### config.mk
export PLATFORM = sky130hd
export DESIGN_NAME = mem_access_unit
export DESIGN_NICKNAME = d
export VERILOG_FILES = /design/src/rtl/mem_access_unit_pkg.sv /design/src/rtl/load_extend.sv /design/src/rtl/mem_access_unit.sv
export SDC_FILE = /design/constraint.sdc
export NUM_CORES = 1
export LEC_CHECK = 0
export BUFFER_PORTS_ARGS = -buffer_cell sky130_fd_sc_hd__buf_4
export CAP_MARGIN = 30
export CORE_ASPECT_RATIO = 1.25
export CORE_MARGIN = 2
export CORE_UTILIZATION = 33
export CTS_BUF_LIST = sky130_fd_sc_hd__clkbuf_4 sky130_fd_sc_hd__clkbuf_8
export DETAILED_ROUTE_END_ITERATION = 6
export PLACE_DENSITY_LB_ADDON = 0.3
export SLEW_MARGIN = 10
export SYNTH_ARGS = -nofsm -noshare
export SYNTH_HDL_FRONTEND = slang
export SYNTH_SLANG_ARGS = --single-unit
### constraint.sdc
create_clock -name clk -period 6.7 [get_ports clk]
set_clock_uncertainty 0.1 [all_clocks]
set_input_delay 1.675 -clock clk [delete_from_list [all_inputs] [get_ports clk]]
set_output_delay 1.675 -clock clk [all_outputs]
set_load 0.01 [all_outputs]
### src/rtl/mem_access_unit_pkg.sv
// Shared encodings for the memory-access unit: access sizes, FSM states,
// and the alignment / byte-enable helpers used when an access is accepted.
package mem_access_unit_pkg;

  localparam logic [1:0] MEM_BYTE = 2'b00;
  localparam logic [1:0] MEM_HALF = 2'b01;
  localparam logic [1:0] MEM_WORD = 2'b10;
  localparam logic [1:0] MEM_RSVD = 2'b11;

  typedef enum logic [1:0] {
    ST_IDLE = 2'd0,
    ST_REQ  = 2'd1,
    ST_WAIT = 2'd2,
    ST_DONE = 2'd3
  } state_e;

  // Reserved size counts as a fault, same as a misaligned address.
  function automatic logic misaligned(input logic [1:0] mem_type, input logic [1:0] addr_lo);
    logic bad;
    bad = 1'b0;
    case (mem_type)
      MEM_BYTE: bad = 1'b0;
      MEM_HALF: bad = addr_lo[0];
      MEM_WORD: bad = (addr_lo != 2'b00);
      MEM_RSVD: bad = 1'b1;
      default:  bad = 1'b1;
    endcase
    return bad;
  endfunction

  function automatic logic [3:0] byte_enable(input logic [1:0] mem_type, input logic [1:0] addr_lo);
    logic [3:0] be;
    be = 4'b1111;
    case (mem_type)
      MEM_BYTE: be = 4'b0001 << addr_lo;
      MEM_HALF: be = addr_lo[1] ? 4'b1100 : 4'b0011;
      default:  be = 4'b1111;
    endcase
    return be;
  endfunction

endpackage

### src/rtl/load_extend.sv
// Picks the addressed byte/half lane out of a read word and sign- or
// zero-extends it to the full data width.
module load_extend
  import mem_access_unit_pkg::*;
#(
  parameter int DATA_WIDTH = 32
) (
  input  logic [DATA_WIDTH-1:0] rdata_i,
  input  logic [1:0]            addr_lo_i,
  input  logic [1:0]            mem_type_i,
  input  logic                  sign_i,
  output logic [DATA_WIDTH-1:0] data_o
);

  logic [7:0]  byte_lane;
  logic [15:0] half_lane;

  assign byte_lane = rdata_i[{addr_lo_i, 3'b000} +: 8];
  assign half_lane = rdata_i[{addr_lo_i[1], 4'b0000} +: 16];

  always_comb begin
    data_o = '0;
    case (mem_type_i)
      MEM_BYTE: data_o = sign_i ? DATA_WIDTH'(signed'(byte_lane)) : DATA_WIDTH'(byte_lane);
      MEM_HALF: data_o = sign_i ? DATA_WIDTH'(signed'(half_lane)) : DATA_WIDTH'(half_lane);
      default:  data_o = sign_i ? DATA_WIDTH'(signed'(rdata_i[31:0])) : DATA_WIDTH'(rdata_i[31:0]);
    endcase
  end

endmodule

### src/rtl/mem_access_unit.sv
// Memory-stage access unit: accepts one load/store, issues it to data memory,
// stalls the pipeline while it is outstanding and returns the extended load data.
module mem_access_unit
  import mem_access_unit_pkg::*;
#(
  parameter int DATA_WIDTH = 32
) (
  input  logic                  clk,
  input  logic                  rst,
  input  logic                  valid_i,
  input  logic                  resultSRC_i,
  input  logic                  memWrite_i,
  input  logic [DATA_WIDTH-1:0] ALUresult_i,
  input  logic [DATA_WIDTH-1:0] RD2_i,
  input  logic [1:0]            memType_i,
  input  logic                  memSign_i,
  output logic                  stall_o,
  output logic                  done_o,
  output logic                  fault_o,
  output logic [DATA_WIDTH-1:0] readData_o,
  output logic                  mem_req_o,
  output logic                  mem_we_o,
  output logic [DATA_WIDTH-1:0] mem_addr_o,
  output logic [3:0]            mem_be_o,
  output logic [DATA_WIDTH-1:0] mem_wdata_o,
  input  logic                  mem_gnt_i,
  input  logic                  mem_rvalid_i,
  input  logic [DATA_WIDTH-1:0] mem_rdata_i
);

  state_e                state_q;
  logic [DATA_WIDTH-1:0] addr_q;
  logic [DATA_WIDTH-1:0] wdata_q;
  logic [DATA_WIDTH-1:0] rdata_q;
  logic [1:0]            type_q;
  logic                  sign_q;
  logic                  we_q;
  logic [3:0]            be_q;
  logic                  fault_q;

  logic                  req_seen;
  logic                  bad_access;
  logic                  accept;
  logic [DATA_WIDTH-1:0] wdata_d;
  logic [DATA_WIDTH-1:0] load_val;

  assign req_seen   = (state_q == ST_IDLE) && valid_i && (resultSRC_i || memWrite_i);
  assign bad_access = misaligned(memType_i, ALUresult_i[1:0]);
  assign accept     = req_seen && !bad_access;

  // Narrow stores are replicated across lanes; the byte enables pick the live one.
  always_comb begin
    wdata_d = RD2_i;
    case (memType_i)
      MEM_BYTE: wdata_d[31:0] = {4{RD2_i[7:0]}};
      MEM_HALF: wdata_d[31:0] = {2{RD2_i[15:0]}};
      default:  wdata_d[31:0] = RD2_i[31:0];
    endcase
  end

  load_extend #(.DATA_WIDTH(DATA_WIDTH)) u_load_extend (
    .rdata_i    (mem_rdata_i),
    .addr_lo_i  (addr_q[1:0]),
    .mem_type_i (type_q),
    .sign_i     (sign_q),
    .data_o     (load_val)
  );

  // Memory handshake: mem_req_o stays high with stable fields until the cycle
  // mem_gnt_i is seen; a load then takes the first mem_rvalid_i after that cycle.
  always_ff @(posedge clk or posedge rst) begin
    if (rst) begin
      state_q <= ST_IDLE;
      addr_q  <= '0;
      wdata_q <= '0;
      rdata_q <= '0;
      type_q  <= 2'b00;
      sign_q  <= 1'b0;
      we_q    <= 1'b0;
      be_q    <= 4'b0000;
      fault_q <= 1'b0;
    end else begin
      fault_q <= req_seen && bad_access;
      case (state_q)
        ST_IDLE: begin
          if (accept) begin
            addr_q  <= ALUresult_i;
            wdata_q <= wdata_d;
            type_q  <= memType_i;
            sign_q  <= memSign_i;
            we_q    <= memWrite_i;
            be_q    <= byte_enable(memType_i, ALUresult_i[1:0]);
            state_q <= ST_REQ;
          end
        end
        ST_REQ: begin
          if (mem_gnt_i) state_q <= we_q ? ST_DONE : ST_WAIT;
        end
        ST_WAIT: begin
          if (mem_rvalid_i) begin
            rdata_q <= load_val;
            state_q <= ST_DONE;
          end
        end
        ST_DONE: state_q <= ST_IDLE;
        default: state_q <= ST_IDLE;
      endcase
    end
  end

  assign stall_o     = accept || (state_q == ST_REQ) || (state_q == ST_WAIT);
  assign done_o      = (state_q == ST_DONE);
  assign fault_o     = fault_q;
  assign readData_o  = rdata_q;
  assign mem_req_o   = (state_q == ST_REQ);
  assign mem_we_o    = mem_req_o && we_q;
  assign mem_addr_o  = mem_req_o ? {addr_q[DATA_WIDTH-1:2], 2'b00} : '0;
  assign mem_be_o    = mem_req_o ? be_q : 4'b0000;
  assign mem_wdata_o = mem_req_o ? wdata_q : '0;

endmodule

==> reports/metrics.csv, run 1 <==
metric,value,unit
most common cell in the netlist,dfrtp_1,
ys flop type,dfrtp_1,
vias per cell,4.77,
Clock Latency Late Sink,0.38,ns
IO buf count,208,
ANT cells,0,
CTS buffer count,9,
via count,4503,
# rows,52,
CP arrival,2.63,ns
count of cell types in the netlist,37,
Fillers,1613,
met2 wire length,7040,µm
core area,0.0161,mm²
pwr dens,405,mW/mm²
crit path kind,in -> out,
Max Slew Vio Count,0,
Synth Cell Area,0.00542,mm²
Mean Syn Cell Area,10.1,µm²
Worst Path Required,4.93,ns
Rel. slew slack,44.8,%
Post CTS Setup Buffer Count,0,
CTS Hold Bufs,0,
number of global-route vias before repair,4653,
CP max FO,8,
max_cap viols,0,
fraction of the cycle the final worst path needs,65.7,%
final setup fails,0,
Synth top cells by count,"107 x dfrtp_1, 68 x and2_1, 61 x nand2_1",
Die Y,147,µm
antenna violations before repair,0,
Max Clk Rate,0.227,GHz
dominant cell type by area after synthesis,dfrtp_1,
placed cell count,927,
clock root cell,clkbuf_8,
Starting Density,33.6,%
Clock Tree Buf Depth,2,
worst-margin pin slew,0.828,ns
DRC violations left,0,
Post-CTS Resized,0,
GRT Residual Overflow,0,
multi-input logic area,0.00252,mm²
die area,0.0175,mm²
routed length on met3,1220,µm
outcome,"complete, no violations",
Die X,119,µm
post-synthesis sequential area ratio,49.4,%
number of synthesized flops with an enable pin,0,
Syn. warnings,0,
final instance area,0.00736,mm²
WL per Instance,15.7,µm
Tmin final,4.40,ns
async set-or-reset flop fraction in the synthesized netlist,100,%
Hold Crit Class,reg -> reg,
register area,0.00268,mm²
top post-synthesis cells by area,"dfrtp_1 49%, mux2_2 9.6%, and2_1 7.9%",
RD Place Congestion,0.873,
post-route ant nets,0,
CP Capture Type,primary output,
largest net degree at the start of global routing,95,
WL met1,6240,µm
I/O pin count,211,
uppermost layer routed,met4,
Placed Area,0.00709,mm²
Peak VDD IR,0.159,mV
CP startpoint kind,primary input,
DR pass1 iterations,4,
H-tree levels,3,
layout cells sized above 1,39.1,%
RSZ-0062 raised after global routing,no,
Cells after Synth,538,
post-synth top area share,49.4,%
CTS tree,done,
Clock Sink Count,107,
final setup TNS,0,ns
Finished Layout Cells,945,
worst setup margin,2.30,ns
pre-CTS setup slack,2.27,ns
#FFs+latches synth,107,
first-pass GRT wire length,24200,µm
final layout net count,835,
Worst-path clk slew,0.11,ns
final hold violations,0,
Area growth syn-to-layout,36.0,%
total wire length,14800,µm
initial drt markers,280,
hpwl dp,10700,µm
leakage,3.54,nW
Global Route Usage Sum,17.2,%
[critical path, stage by stage]
cell	delay, ns
buf_4	0.11
o211ai_2	0.37
o21bai_4	0.22
nand3_1	0.10
buf_4	0.15
[where the power goes]
group | leakage, nW | internal (mW) | switching [mW]
sequential | 1.29 | 0.950 | 0.208
clock | 0.119 | 0.225 | 0.239
combinational | 2.13 | 0.706 | 0.656
[routing by layer]
layer  vias to the layer above  GRT usage [%]
met2                       164           27.9
met5                         -              0
met4                         0           6.31
met1                      2136           22.0
li1                       2182              -
met3                        21           4.81
[layout by cell type, fill, tap and decap left out, types with 3 or more instances in the layout]
| cell | Yosys | layout |
|---|---|---|
| nor2_1 | 27 | 27 |
| and2_1 | 68 | 68 |
| nand2_1 | 61 | 61 |
| a21oi_1 | 46 | 46 |
| mux2_2 | 46 | 46 |
| mux2i_1 | 34 | 34 |
| inv_1 | 8 | 7 |
| o21ai_0 | 50 | 50 |
| clkinv_4 | 0 | 3 |
| dfrtp_1 | 107 | 107 |
| or3_1 | 15 | 15 |
| ha_1 | 5 | 4 |
| clkbuf_8 | 0 | 10 |
| buf_4 | 4 | 211 |
| nand2b_1 | 8 | 8 |
[kinds of logic (layout without fill, tap and decap cells)]
logic type	after synthesis	count (layout)	synth area share (%)
and+or+nand+nor	191	191	18.1
DFF	107	107	49.4
AOI/OAI and AO/OA	106	106	11.0
muxes	80	80	15.8
buffers and inverters	47	237	4.20
adders and majority gates	5	5	1.16
other	1	2	0.0692
xor gates and xnor gates	1	1	0.162
[final cells by class]
cell class	count	share of cell area, %
Clock buffer	10	1.87
Clock inverter	6	1.33
Inverter	8	0.442
Multi-Input combinational cell	385	34.3
Sequential cell	107	36.4
Tap cell	216	3.67
Timing Repair Buffer	213	22.1
[flip-flops by register name (all words and copies together), names as in the netlist]
| signal | flops |
|---|---|
| addr_q | 32 |
| readData_o | 32 |
| wdata_q | 32 |
| be_q | 4 |
| state_q | 2 |
| type_q | 2 |
| fault_o | 1 |
| sign_q | 1 |
| we_q | 1 |
[final timing paths]
kind                              from            end  slack (ns)  cells past startpoint
hold / removal             wdata_q[11]    wdata_q[11]        0.38                      2
setup / recovery            memWrite_i        stall_o        2.30                      5
max in group asynchronous          rst    wdata_q[23]        4.05                      3
setup reg to reg            state_q[1]     wdata_q[2]        4.20                      7
hold reg to reg            wdata_q[11]    wdata_q[11]        0.38                      2
min in group asynchronous          rst  readData_o[5]        1.29                      2
[through the flow]
step                      power (mW)  hold slack, ns  util (%)
after global placement          2.49           0.357      43.9
final                           2.99           0.379      45.6
after floorplan                 1.91           0.342         -
after CTS                       3.01           0.389      45.4
after detailed placement        2.54           0.363      43.9
after global routing            3.22           0.422      45.6
Note: power is estimated with default switching activity, not from simulation.
==> run 2, diff against run 1 <==
==> constraint.sdc (replaced) <==
create_clock -name clk -period 3.85 [get_ports clk]
set_clock_uncertainty 0.1 [all_clocks]
set_input_delay 0.9625 -clock clk [delete_from_list [all_inputs] [get_ports clk]]
set_output_delay 0.9625 -clock clk [all_outputs]
set_load 0.01 [all_outputs]
==> run 2 against run 1 <==
- utilization up 0.12 points
- cell count is 0.42% higher
- critical endpoint is now mem_be_o[3]
- non-clock buffer count is 4 higher
==> reports/metrics.csv, run 2 (synthesis results as in run 1) <==
metric,value,unit
CP startpoint kind,flip-flop,
pwr dens,690,mW/mm²
DR pass1 iterations,4,
Post-CTS Resized,0,
Starting Density,33.6,%
crit path kind,reg -> out,
Global Route Usage Sum,17.6,%
Clock Latency Late Sink,0.39,ns
HP Start,wdata_q[13],
final setup fails,0,
final hold violations,0,
worst-margin pin slew,0.833,ns
ANT cells,0,
max_cap viols,0,
Fillers,1586,
Crit path max-delay family,buffers and inverters,
register area,0.00268,mm²
CP arrival,2.01,ns
Worst R2R Setup Slack,1.46,ns
via count,4574,
hold endpoint,wdata_q[13],
outcome,"complete, no violations",
post-route ant nets,0,
fin util,45.8,%
cell mode on critical path,buf_4,
total wire length,15000,µm
Max Slew Vio Count,0,
die area,0.0175,mm²
Post CTS Setup Buffer Count,0,
initial drt markers,287,
number of global-route vias before repair,4792,
H-tree levels,3,
leakage,3.55,nW
CP Capture Type,primary output,
multi-input logic area,0.00252,mm²
WP buf/inv,3,
depth of the worst register-to-register path,8,
CTS Hold Bufs,0,
RSZ-0062 raised after global routing,no,
Placed Area,0.00715,mm²
Slowest cell on crit path,ha_2,
GRT Residual Overflow,0,
IO buf count,208,
final layout net count,839,
Die X,119,µm
power after layout,5.10,mW
Hold Crit Class,reg -> reg,
clock root cell,clkbuf_8,
Worst-path clk slew,0.10,ns
Clock Tree Buf Depth,2,
Die Y,147,µm
Rel. slew slack,44.4,%
Worst Path Required,2.79,ns
final instance area,0.00738,mm²
Finished Layout Cells,949,
Area growth syn-to-layout,36.3,%
Clock Sink Count,107,
placed cell count,932,
"most common cell after layout, fill and taps aside",buf_4,
fraction of the cycle the final worst path needs,79.8,%
layout cells sized above 1,39.4,%
# rows,52,
Max Clk Rate,0.326,GHz
most frequent cells in the layout,"214 x buf_4, 107 x dfrtp_1, 68 x and2_1",
CP max FO,26,
first-pass GRT wire length,24700,µm
Tmin final,3.07,ns
final setup TNS,0,ns
WHS Path Cells,2,
Peak VDD IR,0.296,mV
vias per cell,4.82,
CTS buffer count,9,
largest net degree at the start of global routing,95,
reg-to-reg critical path endpoint,state_q[0],
I/O pin count,211,
antenna violations before repair,0,
hpwl dp,11300,µm
RD Place Congestion,0.860,
CP max stage delay,0.44,ns
"Critical Path, Cell by Cell",inv_1 -> ha_2 -> buf_4 -> and2_1 -> buf_4,
DRC violations left,0,
core area,0.0161,mm²
Worst R2R Start,state_q[0],
CTS tree,done,
WL per Instance,15.8,µm
[run 2: how the worst max path moves through the flow]
stage / startpoint / to / slack, ns / cells past startpoint
after global placement: memWrite_i / state_q[1] / 0.70 / 6
after detailed placement: memWrite_i / state_q[1] / 0.62 / 6
final: state_q[1] / mem_be_o[3] / 0.78 / 5
after floorplan: memWrite_i / stall_o / 0.89 / 5
after CTS: state_q[1] / mem_be_o[3] / 0.72 / 5
after global routing: state_q[1] / mem_be_o[3] / 0.61 / 5
[run 2: report_power, final]
group	switching [mW]	internal [mW]	leakage, nW
clock network	0.445	0.261	0.103
registers	0.367	1.65	1.29
logic	1.14	1.23	2.16
[run 2: area by class of cell]
| type | count | share of cell area, % |
|---|---|---|
| Clock inverter | 7 | 1.07 |
| Multi-Input combinational cell | 385 | 34.2 |
| Timing Repair Buffer | 217 | 22.7 |
| Tap cell | 216 | 3.66 |
| Clock buffer | 9 | 1.68 |
| Inverter | 8 | 0.458 |
| Sequential cell | 107 | 36.3 |
[run 2: worst register-to-register path, stage by stage, from the launching register on]
cell,delay (ns)
dfrtp_1,0.41
inv_1,0.15
ha_1,0.26
o211ai_2,0.22
o21bai_4,0.23
buf_4,0.19
buf_16,0.21
a211o_1,0.34
a22oi_1,0.19
[run 2: through the flow]
stage	hold slack [ns]	setup WS [ns]
CTS	0.382	0.720
global placement	0.354	0.697
global route	0.393	0.615
floorplan	0.342	0.890
finish	0.384	0.778
detailed placement	0.364	0.621
[run 2: routing by layer]
layer,share of wire (%),global-route usage (%),up-vias
li1,-,-,2190
met1,42,21.8,2175
met2,48,28.8,187
met3,7.8,5.55,22
met4,2.4,6.43,0
met5,0,0,-
==> run 3, diff against run 2 <==
==> constraint.sdc (replaced) <==
create_clock -name clk -period 3.1 [get_ports clk]
set_clock_uncertainty 0.1 [all_clocks]
set_input_delay 0.775 -clock clk [delete_from_list [all_inputs] [get_ports clk]]
set_output_delay 0.775 -clock clk [all_outputs]
set_load 0.01 [all_outputs]
==> run 3 against run 2 <==
- sequential power increased by 22%
- setup slack got worse by 0.54 ns
- power increased by 24%
- highest routed layer unchanged
==> reports/metrics.csv, run 3 (synthesis results as in run 1) <==
metric,value,unit
Tmin final,2.86,ns
Peak VDD IR,0.401,mV
Fillers,1598,
CTS Hold Bufs,0,
Post-CTS Resized,0,
Clock Sink Count,107,
final setup TNS,0,ns
CP arrival,1.99,ns
via count,4646,
hpwl dp,11300,µm
Post CTS Setup Buffer Count,0,
crit path kind,reg -> out,
Max Clk Rate,0.349,GHz
DR pass1 iterations,4,
H-tree levels,3,
CTS buffer count,9,
"most common cell after layout, fill and taps aside",buf_4,
Finished Layout Cells,950,
Rel. slew slack,46.7,%
largest net degree at the start of global routing,75,
Starting Density,33.6,%
CP startpoint kind,flip-flop,
RD Place Congestion,0.843,
WL per Instance,16.1,µm
Die X,119,µm
first-pass GRT wire length,24800,µm
Hold Crit Class,reg -> reg,
Slowest cell on crit path,dfrtp_1,
leakage,3.55,nW
outcome,"complete, no violations",
fraction of the cycle the final worst path needs,92.4,%
final setup fails,0,
# rows,52,
Clock Tree Buf Depth,2,
initial drt markers,310,
pwr dens,854,mW/mm²
max_cap viols,0,
Crit path max-delay family,compound AO/OA/AOI/OAI gates,
post-route ant nets,0,
IO buf count,208,
CP max stage delay,0.42,ns
Global Route Usage Sum,17.8,%
CP max FO,22,
DRC violations left,0,
core area,0.0161,mm²
Area growth syn-to-layout,36.4,%
"Critical Path, Cell by Cell",inv_1 -> ha_1 -> o211ai_2 -> o21bai_4 -> nand3_1 -> buf_4,
Clock Latency Late Sink,0.38,ns
vias per cell,4.89,
placed cell count,933,
number of global-route vias before repair,4888,
Worst Path Required,2.22,ns
GRT Residual Overflow,0,
register area,0.00268,mm²
RSZ-0062 raised after global routing,no,
clock root cell,clkbuf_8,
antenna violations before repair,0,
Die Y,147,µm
layout cells sized above 1,39.5,%
die area,0.0175,mm²
Worst-path clk slew,0.11,ns
CTS tree,done,
multi-input logic area,0.00252,mm²
worst-margin pin slew,0.797,ns
ANT cells,0,
CP Capture Type,primary output,
WP buf/inv,2,
final hold violations,0,
total wire length,15300,µm
Max Slew Vio Count,0,
I/O pin count,211,
final layout net count,840,
most frequent cells in the layout,"213 x buf_4, 107 x dfrtp_1, 68 x and2_1",
-- run 3: final timing paths --
kind / startpoint / endpoint / slack, ns / cells past startpoint
worst max-delay path: state_q[0] / stall_o / 0.24 / 6
worst min-delay path: wdata_q[25] / wdata_q[25] / 0.38 / 2
worst max register to register: state_q[0] / wdata_q[6] / 0.86 / 6
worst min register to register: wdata_q[25] / wdata_q[25] / 0.38 / 2
max in group asynchronous: rst / addr_q[2] / 2.25 / 3
min in group asynchronous: rst / readData_o[1] / 0.45 / 3
-- run 3: stage by stage --
stage / setup slack, ns / power (mW) / utilization, % / instance area, µm² / hold WS (ns)
final: 0.237 / 6.31 / 45.8 / 7390 / 0.385
after global routing: 0.0727 / 6.81 / 45.8 / 7390 / 0.406
after CTS: 0.172 / 6.41 / 45.7 / 7370 / 0.388
after detailed placement: 0.290 / 5.56 / 44.5 / 7190 / 0.362
after global placement: 0.324 / 5.45 / 44.5 / 7190 / 0.355
after floorplan: 0.515 / 4.13 / - / 5420 / 0.342
-- run 3: worst register-to-register path, stage by stage, from the launching register on --
cell	delay [ns]
dfrtp_1	0.40
inv_1	0.11
ha_1	0.26
o211ai_2	0.12
o21bai_4	0.36
buf_12	0.36
mux2_2	0.43
-- run 3: area by class of cell --
class | instances | area share, %
inverter | 8 | 0.457
multi-input combinational | 385 | 34.2
sequential | 107 | 36.2
tap | 216 | 3.66
clock buffer | 9 | 1.68
timing repair buffer | 218 | 23.0
clock inverter | 7 | 0.796
-- run 3: metal layers --
layer	track usage [%]	vias up	routed length [µm]
met5	0	-	0
met4	6.37	0	273
met3	5.12	17	1320
met2	29.9	188	7560
met1	21.6	2246	6120
li1	-	2195	-
-- run 3: report_power, final --
| group | internal, mW | switching [mW] | total [mW] |
|---|---|---|---|
| sequential | 2.06 | 0.411 | 2.47 |
| combinational | 1.54 | 1.47 | 3.01 |
| clock | 0.306 | 0.525 | 0.831 |
